<file path="src/rtl/pixel_unpacker_pkg.sv">
// Shared pixel geometry and FSM encoding for the pixel unpacker.
package pixel_unpacker_pkg;
  localparam int COLOR_SIZE = 8;
  localparam int PIXEL_SIZE = 3 * COLOR_SIZE;

  typedef enum logic [1:0] {IDLE, RUN, DRAIN} state_t;
endpackage

</file>
<file path="src/rtl/word_fifo.sv">
// Synchronous word FIFO; extra pointer MSB distinguishes full from empty.
module word_fifo #(
  parameter int DATA_WIDTH = 32,
  parameter int FIFO_DEPTH = 8
) (
  input  logic                  clk,
  input  logic                  rst,
  input  logic                  push,
  input  logic [DATA_WIDTH-1:0] wdata,
  input  logic                  pop,
  output logic [DATA_WIDTH-1:0] rdata,
  output logic                  full,
  output logic                  empty
);
  localparam int AW = $clog2(FIFO_DEPTH);

  logic [DATA_WIDTH-1:0] mem_q [FIFO_DEPTH];
  logic [AW:0]           wptr_q, wptr_d, rptr_q, rptr_d;

  assign empty = (wptr_q == rptr_q);
  assign full  = (wptr_q[AW] != rptr_q[AW]) && (wptr_q[AW-1:0] == rptr_q[AW-1:0]);
  assign rdata = mem_q[rptr_q[AW-1:0]];

  always_comb begin
    wptr_d = wptr_q + {{AW{1'b0}}, push};
    rptr_d = rptr_q + {{AW{1'b0}}, pop};
  end

  always_ff @(posedge clk or posedge rst) begin
    if (rst) begin
      wptr_q <= '0;
      rptr_q <= '0;
    end else begin
      wptr_q <= wptr_d;
      rptr_q <= rptr_d;
    end
  end

  always_ff @(posedge clk) begin
    if (push) mem_q[wptr_q[AW-1:0]] <= wdata;
  end
endmodule

</file>
<file path="src/rtl/pixel_unpacker.sv">
// Buffers processor words and splits the LSB-first bit stream into pixels
// on a valid/ready port, tracking frame length, overflow and short frames.
module pixel_unpacker
  import pixel_unpacker_pkg::*;
#(
  parameter int DATA_WIDTH = 32,
  parameter int FIFO_DEPTH = 8
) (
  input  logic                  clk,
  input  logic                  rst,
  input  logic                  in_vld,
  input  logic [DATA_WIDTH-1:0] in_data,
  input  logic                  in_done,
  input  logic [15:0]           frame_pixels,
  input  logic                  pix_rdy,
  output logic                  pix_vld,
  output logic [PIXEL_SIZE-1:0] pix_data,
  output logic                  pix_last,
  output logic                  frame_done,
  output logic                  overflow,
  output logic                  short_err
);
  localparam int ACC_W  = DATA_WIDTH + PIXEL_SIZE;
  localparam int FILL_W = $clog2(ACC_W);
  localparam logic [FILL_W-1:0] PIX_F  = FILL_W'(PIXEL_SIZE);
  localparam logic [FILL_W-1:0] WORD_F = FILL_W'(DATA_WIDTH);

  state_t                state_q, state_d;
  logic [ACC_W-1:0]      acc_q, acc_d;
  logic [FILL_W-1:0]     fill_q, fill_d, fill_post;
  logic                  pix_vld_q, pix_vld_d, pix_last_q, pix_last_d;
  logic [PIXEL_SIZE-1:0] pix_data_q, pix_data_d;
  logic [15:0]           pix_cnt_q, pix_cnt_d, frame_px_q, frame_px_d;
  logic                  done_seen_q, done_seen_d, frame_done_q, frame_done_d;
  logic                  overflow_q, overflow_d, short_err_q, short_err_d;
  logic                  fifo_push, fifo_pop, fifo_full, fifo_empty;
  logic [DATA_WIDTH-1:0] fifo_rdata;
  logic                  hs, emit, short_end;

  word_fifo #(.DATA_WIDTH(DATA_WIDTH), .FIFO_DEPTH(FIFO_DEPTH)) u_fifo (
    .clk   (clk),
    .rst   (rst),
    .push  (fifo_push),
    .wdata (in_data),
    .pop   (fifo_pop),
    .rdata (fifo_rdata),
    .full  (fifo_full),
    .empty (fifo_empty)
  );

  assign hs   = pix_vld_q & pix_rdy;
  // Once the frame's last pixel sits in the output register nothing more is loaded.
  assign emit = (state_q == RUN) && (fill_q >= PIX_F) && (!pix_vld_q || pix_rdy)
                && !(pix_vld_q && pix_last_q);
  // Refill decision uses post-emit fill so pop and emit overlap for 1 pixel/cycle.
  assign fill_post = emit ? fill_q - PIX_F : fill_q;
  assign fifo_pop  = !fifo_empty && (((state_q == RUN) && (fill_post < PIX_F)) || (state_q == DRAIN));
  assign fifo_push = in_vld && (!fifo_full || fifo_pop);
  assign short_end = done_seen_q && fifo_empty && (fill_q < PIX_F) && !pix_vld_q;

  always_ff @(posedge clk or posedge rst) begin
    if (rst) state_q <= IDLE;
    else     state_q <= state_d;
  end

  always_comb begin
    state_d = state_q;
    case (state_q)
      IDLE:    if (in_vld) state_d = (frame_pixels == 16'd0) ? DRAIN : RUN;
      RUN:     if (hs && pix_last_q) state_d = DRAIN;
               else if (short_end)   state_d = IDLE;
      DRAIN:   if (done_seen_q && fifo_empty) state_d = IDLE;
      default: state_d = IDLE;
    endcase
  end

  always_comb begin
    acc_d        = acc_q;
    fill_d       = fill_q;
    pix_vld_d    = pix_vld_q;
    pix_data_d   = pix_data_q;
    pix_last_d   = pix_last_q;
    pix_cnt_d    = pix_cnt_q + 16'(hs);
    frame_px_d   = frame_px_q;
    frame_done_d = 1'b0;
    short_err_d  = short_err_q;
    overflow_d   = overflow_q | (in_vld & fifo_full & !fifo_pop);
    done_seen_d  = done_seen_q | (in_done && (state_q != IDLE));
    if (hs) begin
      pix_vld_d  = 1'b0;
      pix_last_d = 1'b0;
    end
    case (state_q)
      IDLE: if (in_vld) begin
        frame_px_d   = frame_pixels;
        pix_cnt_d    = '0;
        frame_done_d = (frame_pixels == 16'd0);
      end
      RUN: begin
        if (emit) begin
          pix_vld_d  = 1'b1;
          pix_data_d = acc_q[PIXEL_SIZE-1:0];
          // Index of the pixel being loaded: handshakes so far plus one still held.
          pix_last_d = (pix_cnt_q + 16'(pix_vld_q)) == (frame_px_q - 16'd1);
        end
        acc_d  = (emit ? acc_q >> PIXEL_SIZE : acc_q)
               | (fifo_pop ? ACC_W'(fifo_rdata) << fill_post : '0);
        fill_d = fill_post + (fifo_pop ? WORD_F : '0);
        if (hs && pix_last_q) begin
          frame_done_d = 1'b1;
        end else if (short_end) begin
          frame_done_d = 1'b1;
          short_err_d  = 1'b1;
          fill_d       = '0;
          acc_d        = '0;
        end
      end
      DRAIN: begin
        acc_d  = '0;
        fill_d = '0;
      end
      default: ;
    endcase
    if (state_d == IDLE) done_seen_d = 1'b0;
  end

  always_ff @(posedge clk or posedge rst) begin
    if (rst) begin
      acc_q        <= '0;
      fill_q       <= '0;
      pix_vld_q    <= 1'b0;
      pix_data_q   <= '0;
      pix_last_q   <= 1'b0;
      pix_cnt_q    <= '0;
      frame_px_q   <= '0;
      done_seen_q  <= 1'b0;
      frame_done_q <= 1'b0;
      overflow_q   <= 1'b0;
      short_err_q  <= 1'b0;
    end else begin
      acc_q        <= acc_d;
      fill_q       <= fill_d;
      pix_vld_q    <= pix_vld_d;
      pix_data_q   <= pix_data_d;
      pix_last_q   <= pix_last_d;
      pix_cnt_q    <= pix_cnt_d;
      frame_px_q   <= frame_px_d;
      done_seen_q  <= done_seen_d;
      frame_done_q <= frame_done_d;
      overflow_q   <= overflow_d;
      short_err_q  <= short_err_d;
    end
  end

  assign pix_vld    = pix_vld_q;
  assign pix_data   = pix_data_q;
  assign pix_last   = pix_last_q;
  assign frame_done = frame_done_q;
  assign overflow   = overflow_q;
  assign short_err  = short_err_q;
endmodule

</file>
<file path="config.mk">
export PLATFORM = sky130hd
export DESIGN_NAME = pixel_unpacker
export DESIGN_NICKNAME = d
export VERILOG_FILES = /design/src/rtl/pixel_unpacker_pkg.sv /design/src/rtl/word_fifo.sv /design/src/rtl/pixel_unpacker.sv
export SDC_FILE = /design/constraint.sdc
export NUM_CORES = 1
export LEC_CHECK = 0
export ABC_CLOCK_PERIOD_IN_PS = 5100
export BUFFER_PORTS_ARGS = -buffer_cell sky130_fd_sc_hd__clkbuf_2
export CAP_MARGIN = 20
export CORE_MARGIN = 2
export CORE_UTILIZATION = 61
export CTS_CLUSTER_DIAMETER = 40
export DETAILED_ROUTE_END_ITERATION = 10
export PLACE_DENSITY = 0.8
export SYNTH_ARGS = -nofsm -noshare
export SYNTH_HDL_FRONTEND = slang
export SYNTH_HIERARCHICAL = 1
export SYNTH_SLANG_ARGS = --single-unit
</file>
<file path="constraint.sdc">
create_clock -name clk -period 5.1 [get_ports clk]
set_input_delay 0.255 -clock clk [delete_from_list [all_inputs] [get_ports clk]]
set_output_delay 0.255 -clock clk [all_outputs]
set_load 0.02 [all_outputs]
</file>
==> reports/metrics.yaml <==
worst_setup_path:
  cp_data_arrival_time_ns: 3.99
  cp.required_ns: 5.34
  r2r_start: "state_q[1]"
  critPathLaunchType: "flop"
  r2r_end: "u_fifo/mem_q[2][7]"
  crit_path_end_kind: "flop"
  rrSetupSlack_ns: 1.36
  crit_type: "reg2reg"
  cp_max_fo: 24
  rr_worst_depth: 10
finish:
  drive_gt1_share_pct: 22.9
  finish.instance_area_um2: 19600
  multi_input_area_um2: 5500
  area_growth_pct: 16.5
  fin_nets: 1306
  nFillCells: 1687
  regArea_um2: 11000
clock_network:
  clock_sinks: 387
  post-cts-setup-buffers: 0
  numCtsBuffers: 48
  clkLatencyLatePin_ns: 0.56
  cts-root-buf: "clkbuf_16"
  htreeDepth: 2
  path_clk_slew_ns: 0.06
  cts_buffer_depth: 3
  cts_tree: "built"
die:
  rows: 60
  die_area_um2: 28900
  ios: 82
  fp.coreArea_um2: 27000
  start_util_pct: 62.1
  die_x_um: 170
  die_h_um: 170
placed_design:
  gp_congestion: 0.845
  place.detailed.hpwl_um: 22100
  placed_area_um2: 17500
  port_buffers: 81
drt:
  drt_iter0_drc: 777
  vias_per_cell: 6.25
  drt_first_pass_iters: 5
  ant_nets: 0
  drc: 0
  wl_per_cell_um: 22.9
  via_count: 10115
  routed_wl_um: 37200
logic_synthesis:
  avgSynthCellArea_um2: 15.2
  synth-seq-cells: 387
  async_flop_share_pct: 33.9
  synth_edf_count: 256
  netlist.area_leader.share_pct: 45.8
  ys_types: 62
  synthTopCellsByArea: "edfxtp_1, dfrtp_1, mux4_2"
  ys_seq_area_share_pct: 65.3
  netlist_area_um2: 16800
  syn_inst: 1106
  syn-num-nets: 1173
  ys.flop_type: "edfxtp_1"
  synth_top_area_cell: "edfxtp_1"
  yosysWarningCount: 6
pwr:
  combPwrFrac_pct: 36.6
  vdd.ir_drop.worst_mv: 0.367
  p_clk_share_pct: 26.8
  netSwitchingPower_mw: 4.46
  p_int_mw: 7.90
  power.density_nw_per_um2: 632
  seqPwrFrac_pct: 36.6
  swShare_pct: 36.1
  leakagePower_nw: 7.59
sta:
  maxClockFrequency_mhz: 267
  rsz0062_at_grt: "no"
  worstMarginPinSlew_ns: 1.13
  min_period_ns: 3.74
  drv_slew: 0
  slew_headroom_pct: 24.8
  clock_skew_ns: 0.0224
  final-setup-viol-count: 0
  finalCritPeriodShare_pct: 73.4
  setup_tns_ns: 0
  final_hold_viol_count: 0
hold_path:
  whs_path_depth: 1
  hp-start: "in_data[25]"
  whs_endpoint: "u_fifo/mem_q[0][25]"
  hold_path_class: "in2reg"
global_route:
  overflow: 0
  track_usage_pct: 26.8
  grt_pass1_wl_um: 58400
  grt_max_degree: 68
  grt_pass1_vias: 10272
  antenna_found_initial: 2
run_status:
  status: "finished clean"
job:
  cap_violations: 0
==> stage by stage <==
stage	worst slack [ns]	std cells	utilization [%]	total power, mW	hold WS, ns
2_1_floorplan	0.474	1106	-	7.75	0.0707
6_report	1.36	1619	72.4	12.4	0.00666
4_1_cts	1.37	1615	72.1	12.3	0.0000251
3_5_place_dp	1.39	1486	64.7	8.92	0.243
3_3_place_gp	1.47	1485	64.7	8.78	0.236
5_1_grt	1.21	1619	72.4	13.0	0.0114
==> timing repair <==
item / 4_1_cts / 5_1_grt
endpoints found under the hold margin: 256 / 0
resized for setup: 0 / 0
hold buffers: 41 / 0
==> layout by cell type, fill, tap and decap left out, drive strengths merged, types with 18 or more instances in the layout <==
| cell type | count |
|---|---|
| a22oi | 40 |
| buf | 18 |
| clkbuf | 135 |
| dfrtp | 131 |
| dlygate4sd3 | 41 |
| edfxtp | 256 |
| inv | 30 |
| mux2 | 47 |
| mux2i | 27 |
| mux4 | 67 |
| nand2 | 162 |
| nand3 | 19 |
| nor2 | 33 |
| o21ai | 49 |
| xnor2 | 33 |
==> state kept, by name (all words and copies together), names as in the netlist, 2 cells and up <==
signal	cells
u_fifo/rptr_q	4
state_q	2
u_fifo/wptr_q	4
acc_q	56
fill_q	3
pix_cnt_q	16
pix_data	24
u_fifo/mem_q	256
frame_px_q	16
==> synthesized netlist by cell type, types with 3 or more instances <==
library cell  number
a21o_1             3
a21oi_1           11
a221oi_1           5
a22oi_1           39
a31oi_1            3
and2_1            14
and3_1             3
buf_1              7
buf_2             14
buf_4              3
buf_6              5
clkbuf_1          24
dfrtp_1          131
edfxtp_1         256
ha_1              14
inv_1             18
mux2_2            45
mux2i_1           27
mux4_1            25
mux4_2            42
nand2_1          162
nand2b_1           8
nand3_1           18
nand4_1           17
nor2_1            33
nor2b_1            5
nor3_1            15
nor4_1            11
o21ai_0           40
o21ai_1            9
o221ai_1           4
or3_1              8
xnor2_1           32
xnor3_1            5
xor2_1            13
==> worst max-delay path: stages, from the launching register on <==
cell and delay (ns):
dfrtp_1 0.41, inv_1 0.12, ha_1 0.32, o211a_1 0.23
mux2_2 0.42, nor3_1 0.20, o21bai_1 0.13, a21oi_1 0.28
nand2_1 0.28, nor3_2 0.74, buf_12 0.29
==> power groups by stage <==
stage | Clock [mW] | Combinational [mW] | Sequential (mW)
floorplan | 0 | 3.28 | 4.47
global placement | 0 | 4.25 | 4.53
detailed placement | 0 | 4.35 | 4.57
CTS | 3.35 | 4.44 | 4.53
global route | 3.50 | 4.86 | 4.60
finish | 3.31 | 4.52 | 4.52
==> layout make-up <==
| type | count | area share, % |
|---|---|---|
| clock inverters | 34 | 1.59 |
| diodes | 1 | 0.0128 |
| well taps | 341 | 2.18 |
| repair buffers | 140 | 5.12 |
| flip-flops and latches | 387 | 56.1 |
| inverters | 18 | 0.358 |
| clock buffers | 54 | 6.53 |
| multi-input cells | 644 | 28.1 |
==> how the worst max path moves through the flow <==
stage	start	end	slack [ns]
6_report	state_q[1]	u_fifo/mem_q[2][7]	1.36
2_1_floorplan	state_q[1]	u_fifo/mem_q[0][0]	0.47
4_1_cts	state_q[1]	u_fifo/mem_q[1][9]	1.37
5_1_grt	state_q[1]	u_fifo/mem_q[5][10]	1.21
3_3_place_gp	fill_q[3]	u_fifo/mem_q[1][20]	1.47
3_5_place_dp	state_q[1]	u_fifo/mem_q[1][20]	1.39
==> kinds of logic (layout without fill, tap and decap cells) <==
group                      count (synthesis)  in the layout  share of synthesized area, %
xor gates and xnor gates                  52             52                          3.32
and+or+nand+nor                          309            309                          8.59
other                                      0              1                             0
muxes                                    141            141                          14.3
buffers and inverters                     75            246                          2.40
DFF                                      387            387                          65.3
AOI/OAI and AO/OA                        128            128                          5.02
adders and majority gates                 14             14                          1.04
==> metal layers <==
| metal | vias to the layer above | GRT usage, % | routed length (µm) |
|---|---|---|---|
| met4 | 0 | 8.51 | 1100 |
| li1 | 4495 | - | - |
| met3 | 77 | 5.30 | 2810 |
| met2 | 437 | 44.3 | 18400 |
| met1 | 5106 | 36.3 | 14900 |
| met5 | - | 0 | 0 |
(Power assumes the default switching activity.)
